$ cat config.mk
export PLATFORM = sky130hd
export DESIGN_NAME = vend_ctrl
export DESIGN_NICKNAME = d
export VERILOG_FILES = /design/src/rtl/vend_ctrl.sv
export SDC_FILE = /design/constraint.sdc
export NUM_CORES = 1
export LEC_CHECK = 0
export CELL_PAD_IN_SITES_DETAIL_PLACEMENT = 1
export CELL_PAD_IN_SITES_GLOBAL_PLACEMENT = 1
export CORE_ASPECT_RATIO = 0.5
export CORE_MARGIN = 3
export CORE_UTILIZATION = 42
export CTS_CLUSTER_DIAMETER = 120
export DETAILED_ROUTE_END_ITERATION = 7
export GPL_TIMING_DRIVEN = 0
export PLACE_DENSITY = 0.78
export REMOVE_ABC_BUFFERS = 1
export SETUP_SLACK_MARGIN = 0.1
export SLEW_MARGIN = 5
export SYNTH_ARGS = -nofsm -noshare
export SYNTH_HDL_FRONTEND = slang
export SYNTH_SLANG_ARGS = --single-unit
$ cat constraint.sdc
create_clock -name clk -period 4.2 [get_ports clk]
set_clock_uncertainty 0.1 [all_clocks]
set_input_delay 0.63 -clock clk [delete_from_list [all_inputs] [get_ports clk]]
set_output_delay 0.63 -clock clk [all_outputs]
set_load 0.05 [all_outputs]
$ cat src/rtl/vend_ctrl.sv
// Drink vending machine transaction controller.
// Accumulates coin credit in 0.5-yuan units, arbitrates product selection
// against per-slot price and stock, runs the dispense motor handshake and
// then pays out change through the coin hopper. Every output is registered.
module vend_ctrl #(
  parameter int CREDIT_W  = 5,
  parameter int PRICE_W   = 4,
  parameter int STOCK_W   = 4,
  parameter int STOCK_MAX = 15
) (
  input  logic                 clk,
  input  logic                 rst,
  input  logic [1:0]           coin,
  input  logic                 sel_vld,
  input  logic [1:0]           sel_id,
  input  logic                 cancel,
  input  logic                 restock,
  input  logic [4*PRICE_W-1:0] price_cfg,
  output logic                 disp_req,
  output logic [1:0]           disp_id,
  input  logic                 disp_ack,
  output logic                 pay_req,
  output logic [1:0]           pay_val,
  input  logic                 pay_ack,
  output logic [CREDIT_W-1:0]  credit,
  output logic                 busy,
  output logic                 coin_rej,
  output logic                 err_soldout,
  output logic                 err_funds
);

  typedef enum logic [1:0] {
    IDLE     = 2'b00,
    DISPENSE = 2'b01,
    CHANGE   = 2'b10
  } state_t;

  localparam logic [1:0] COIN_HALF = 2'b01;
  localparam logic [1:0] COIN_ONE  = 2'b10;

  // Credit arithmetic is done one bit wider so an overflowing coin is visible.
  localparam logic [CREDIT_W:0]  CREDIT_MAX = (CREDIT_W+1)'((1 << CREDIT_W) - 1);
  localparam logic [CREDIT_W:0]  AMT_ONE    = (CREDIT_W+1)'(1);
  localparam logic [CREDIT_W:0]  AMT_TWO    = (CREDIT_W+1)'(2);
  localparam logic [STOCK_W-1:0] STOCK_FULL = STOCK_W'(STOCK_MAX);
  localparam logic [STOCK_W-1:0] STOCK_ONE  = STOCK_W'(1);

  state_t              state, state_n;
  logic [STOCK_W-1:0]  stock   [4];
  logic [STOCK_W-1:0]  stock_n [4];
  logic [PRICE_W-1:0]  price   [4];

  logic [CREDIT_W-1:0] credit_n;
  logic                disp_req_n, pay_req_n, busy_n;
  logic                coin_rej_n, err_soldout_n, err_funds_n;
  logic [1:0]          disp_id_n, pay_val_n;

  logic [CREDIT_W:0]   coin_amt, credit_ext, credit_add, sel_price, change_left;

  assign credit_ext = {1'b0, credit};
  assign sel_price  = (CREDIT_W+1)'(price[sel_id]);

  // Coin to pay next: a whole yuan while at least two units remain.
  function automatic logic [1:0] coin_for(input logic [CREDIT_W:0] amt);
    return (amt >= AMT_TWO) ? COIN_ONE : COIN_HALF;
  endfunction

  // Unpack slot prices; a zero price is bumped to one unit.
  always_comb begin
    for (int unsigned i = 0; i < 4; i++) begin
      price[i] = price_cfg[i*PRICE_W +: PRICE_W];
      if (price[i] == '0) price[i] = PRICE_W'(1);
    end
  end

  // Decode the coin acceptor into credit units.
  always_comb begin
    case (coin)
      COIN_HALF: coin_amt = AMT_ONE;
      COIN_ONE:  coin_amt = AMT_TWO;
      default:   coin_amt = '0;
    endcase
  end

  // Next-state, credit, stock and registered-output computation.
  always_comb begin
    state_n       = state;
    credit_n      = credit;
    stock_n       = stock;
    disp_req_n    = disp_req;
    disp_id_n     = disp_id;
    pay_req_n     = pay_req;
    pay_val_n     = pay_val;
    coin_rej_n    = 1'b0;
    err_soldout_n = 1'b0;
    err_funds_n   = 1'b0;
    credit_add    = credit_ext;
    change_left   = credit_ext;

    case (state)
      IDLE: begin
        if (coin_amt != '0) begin
          if (credit_ext + coin_amt > CREDIT_MAX) coin_rej_n = 1'b1;
          else                                    credit_add = credit_ext + coin_amt;
        end
        credit_n = credit_add[CREDIT_W-1:0];

        if (restock) begin
          for (int unsigned i = 0; i < 4; i++) stock_n[i] = STOCK_FULL;
        end else if (cancel) begin
          if (credit != '0) begin
            state_n   = CHANGE;
            pay_req_n = 1'b1;
            pay_val_n = coin_for(credit_add);
          end
        end else if (sel_vld) begin
          if (stock[sel_id] == '0) begin
            err_soldout_n = 1'b1;
          end else if (credit_ext < sel_price) begin
            err_funds_n = 1'b1;
          end else begin
            // Affordability uses the old credit; the same-cycle coin still lands.
            credit_n        = CREDIT_W'(credit_add - sel_price);
            stock_n[sel_id] = stock[sel_id] - STOCK_ONE;
            disp_id_n       = sel_id;
            disp_req_n      = 1'b1;
            state_n         = DISPENSE;
          end
        end
      end

      DISPENSE: begin
        coin_rej_n = (coin_amt != '0);
        if (disp_ack) begin
          disp_req_n = 1'b0;
          disp_id_n  = '0;
          if (credit != '0) begin
            state_n   = CHANGE;
            pay_req_n = 1'b1;
            pay_val_n = coin_for(credit_ext);
          end else begin
            state_n = IDLE;
          end
        end
      end

      CHANGE: begin
        coin_rej_n = (coin_amt != '0);
        if (pay_ack) begin
          if (pay_val == COIN_ONE && credit_ext >= AMT_TWO) change_left = credit_ext - AMT_TWO;
          else if (credit != '0)                            change_left = credit_ext - AMT_ONE;
          else                                              change_left = '0;
          credit_n = change_left[CREDIT_W-1:0];
          if (change_left == '0) begin
            state_n   = IDLE;
            pay_req_n = 1'b0;
            pay_val_n = '0;
          end else begin
            pay_val_n = coin_for(change_left);
          end
        end
      end

      default: begin
        state_n    = IDLE;
        disp_req_n = 1'b0;
        disp_id_n  = '0;
        pay_req_n  = 1'b0;
        pay_val_n  = '0;
      end
    endcase

    busy_n = (state_n != IDLE);
  end

  // State, credit, stock and output registers with synchronous reset.
  always_ff @(posedge clk) begin
    if (rst) begin
      state       <= IDLE;
      credit      <= '0;
      for (int unsigned i = 0; i < 4; i++) stock[i] <= '0;
      disp_req    <= 1'b0;
      disp_id     <= '0;
      pay_req     <= 1'b0;
      pay_val     <= '0;
      busy        <= 1'b0;
      coin_rej    <= 1'b0;
      err_soldout <= 1'b0;
      err_funds   <= 1'b0;
    end else begin
      state       <= state_n;
      credit      <= credit_n;
      stock       <= stock_n;
      disp_req    <= disp_req_n;
      disp_id     <= disp_id_n;
      pay_req     <= pay_req_n;
      pay_val     <= pay_val_n;
      busy        <= busy_n;
      coin_rej    <= coin_rej_n;
      err_soldout <= err_soldout_n;
      err_funds   <= err_funds_n;
    end
  end

endmodule

==> results.md <==
- Register bit total from synthesis: 33
- CP Launch Type: input port
- ANT nets after route: 0
- YS warnings: 0
- Unrepaired setup endpoints after global routing: no
- Row Count: 20
- Grt ovf: 0
- Final HPWL DP: 6939 um
- Worst setup EP type: flip-flop
- Total track usage: 0.2369
- Residual DRC: 0
- Post-DP Area: 3367 um^2
- Final slew viol count: 0
- Core Area: 6431 um^2
- Primary FF master, synth: dfxtp_1
- Ant. Diodes: 0
- Post-route cell area: 3535 um^2
- Most frequent cells in the layout: clkdlybuf4s50_1, dfxtp_1, inv_1, nand2_1
- LEAKAGE: 1.387 nW
- CTS tree: yes
- GP Congestion: around 0.84
- Filler Cell Count: 761
- Starting Density: 0.4584
- NumNets Final: 425
- Largest net degree at the start of global routing: 35
- Placed cells: 457
- Rel. slew slack: 0.3991
- Area Growth Syn to Fin: 19.91%
- Vias in the first global route: 3,030
- Vias per cell: 6.118
- Initial DRT Pass Iterations: 4
- Yosys top cell by area: dfxtp_1
- Hold endpoint: stock[8]$_SDFFE_PP0P_
- Critical Path AT: just under 4 ns
- Worst reg2reg setup slack: between 0.7 and 0.8 ns
- Post-Syn Area: 2948 um^2
- Hold crit path type: reg2reg
- Status: finished clean
- Clock tree root buffer cell: clkbuf_16
- Slew @ Worst Pin: 0.9013 ns
- DIE AREA: 8121 um^2
- Max-cap check violation count: 0
- Via count: 2,845
- Cell Pwr Density: 674.2 nW/um^2
- RR Endpoint: credit[4]$_SDFFE_PP0P_
- Synth unique cells: 76
- CTS sink cnt: 33
- Crit-path max FO: 2
- Peak Freq: 256.2 MHz
- Area of the multi-input gates: 2072 um^2
- Hold path start: stock[8]$_SDFFE_PP0P_
- Sequential cell area: 660.6 um^2
- First-pass GRT wire length: between 15,000 and 20,000 um
- # setup viols final: 0
- Hold_ws: 0.3536 ns
- FFs w/ async S/R, synth: 0
- Post-synth top area share: 0.2241
- First-iteration detailed-routing DRC count: 187
- Initial antenna violation count: 0
- CTS Buf Count: 5
- Reg2reg start: credit[1]$_SDFFE_PP0P_
- Final hold vios: 0
- Pre-CTS WS: -0.6111 ns
- Routed length per instance: 19.93 um
- Top Ports: 42
- Clk slew on worst S/H paths: roughly 0.06 ns
- Min Tclk post-route: 3.904 ns
- Port buffer count: 41
- Post-Route WL: roughly 9300 um
- Commonest non-fill, non-tap cell in the layout: clkdlybuf4s50_1
- Req. time, crit path: 4.27 ns
- Later-pin clock latency in the skew report: between 0.2 and 0.3 ns
- Final Worst Setup Slack: 0.2961 ns
- Mean Syn Cell Area: 8.446 um^2
- H-tree depth: 2
- Width of the chip: 124.5 um
- Clock buffer depth: 2
- Period utilisation layout: 0.9295
- Mapped Cells: 349
- Post-synthesis sequential area ratio: 0.2241
- Layout cells sized above 1: 0.1194
- Layout Cells excl Fill: 465
- Critical path class: in2reg
- Die height: 65.24 um
- Worst-case vdd ir drop: 0.2328 mV
- Reg2reg path depth: 11
- Worst hold path depth: 2
- Post-synth EDFFs: 0
- Most area-consuming cells after synthesis: dfxtp_1, ha_1, mux4_2
==> cell families after synthesis <==
family,synth area share
and+or+nand+nor,0.2436
adders and majority gates,0.09847
DFF,0.2241
xor gates and xnor gates,0.01486
muxes,0.08701
buffers and inverters,0.07513
AOI/OAI and AO/OA,0.2568
==> through the flow <==
stage	utilization	power (mW)	setup TNS, ns
after global routing	0.5496	2.552	0
after detailed placement	0.5235	1.920	-11.35
after CTS	0.5519	2.385	0
after global placement	0.5235	1.845	-9.623
after floorplan	-	1.501	0
final	0.5496	2.383	0
==> sequential cells by signal (all words and copies together) (netlist names) <==
signal       flops
state            2
disp_req         1
stock           16
err_soldout      1
coin_rej         1
pay_val          2
disp_id          2
credit           5
err_funds        1
busy             1
pay_req          1
==> metal layers <==
metal	global-route usage	up-vias	share of wire
met5	0	-	0
met4	0.08060	0	0.018
met3	0.04302	17	0.035
met2	0.4375	55	0.50
met1	0.2818	1416	0.45
li1	-	1357	-
==> power by group <==
part	leakage, nW	switching (mW)	internal (mW)	total [mW]
Sequential	0.272	0.123	0.387	0.511
Clock	0.0831	0.144	0.296	0.440
Combinational	1.03	0.882	0.550	1.43
==> worst max-delay path, stage by stage <==
cell and delay [ns]:
clkdlybuf4s50_1 0.48, inv_1 0.05, ha_1 0.21, ha_1 0.30, a21o_1 0.20, a41oi_1 0.31
mux2i_1 0.37, ha_1 0.21, inv_1 0.07, fa_1 0.42, a21o_1 0.20, a21oi_1 0.18
a21oi_1 0.09, o31a_1 0.26
==> worst max path at each step <==
stage | from | endpoint | slack, ns | depth (start not counted)
finish | coin[0] | credit[4]$_SDFFE_PP0P_ | 0.30 | 14
global route | coin[0] | credit[4]$_SDFFE_PP0P_ | 0.10 | 14
CTS | sel_id[0] | stock[15]$_SDFFE_PP0P_ | 0.20 | 10
detailed placement | sel_id[0] | stock[15]$_SDFFE_PP0P_ | -0.61 | 10
global placement | sel_id[0] | credit[2]$_SDFFE_PP0P_ | -0.57 | 10
floorplan | coin[0] | credit[4]$_SDFFE_PP0P_ | 0.90 | 13
==> cell usage after synthesis (3+ instances only) <==
cell	instances
mux2i_1	11
o21ai_0	16
dfxtp_1	33
nand2_1	27
a31oi_1	4
nor3b_1	3
nand3_1	8
nor4_1	4
and3_1	6
a21oi_1	20
buf_2	3
nor2_1	20
a221oi_2	6
nand4_1	4
a211oi_1	7
clkbuf_1	14
mux4_2	6
inv_1	32
xnor2_1	3
ha_1	20
nand2b_1	7
and2_1	3
nor3_1	15
nor2b_1	4
a21o_1	6
==> cell type report <==
type	count	share of cell area
multi-input cells	263	0.5862
inverters	32	0.03398
well taps	88	0.03115
flip-flops and latches	33	0.1869
clock buffers	6	0.03929
clock inverters	2	0.01062
repair buffers	41	0.1119
==> repair_timing <==
action / 4_1_cts / 5_1_grt
endpoints found under the setup margin: 26 / 6
gates cloned: 0 / 0
pin swaps: 0 / 0
buffers inserted: 0 / 0
gates resized for setup: 5 / 4
hold buffers: 0 / 0
(Power assumes the default switching activity.)
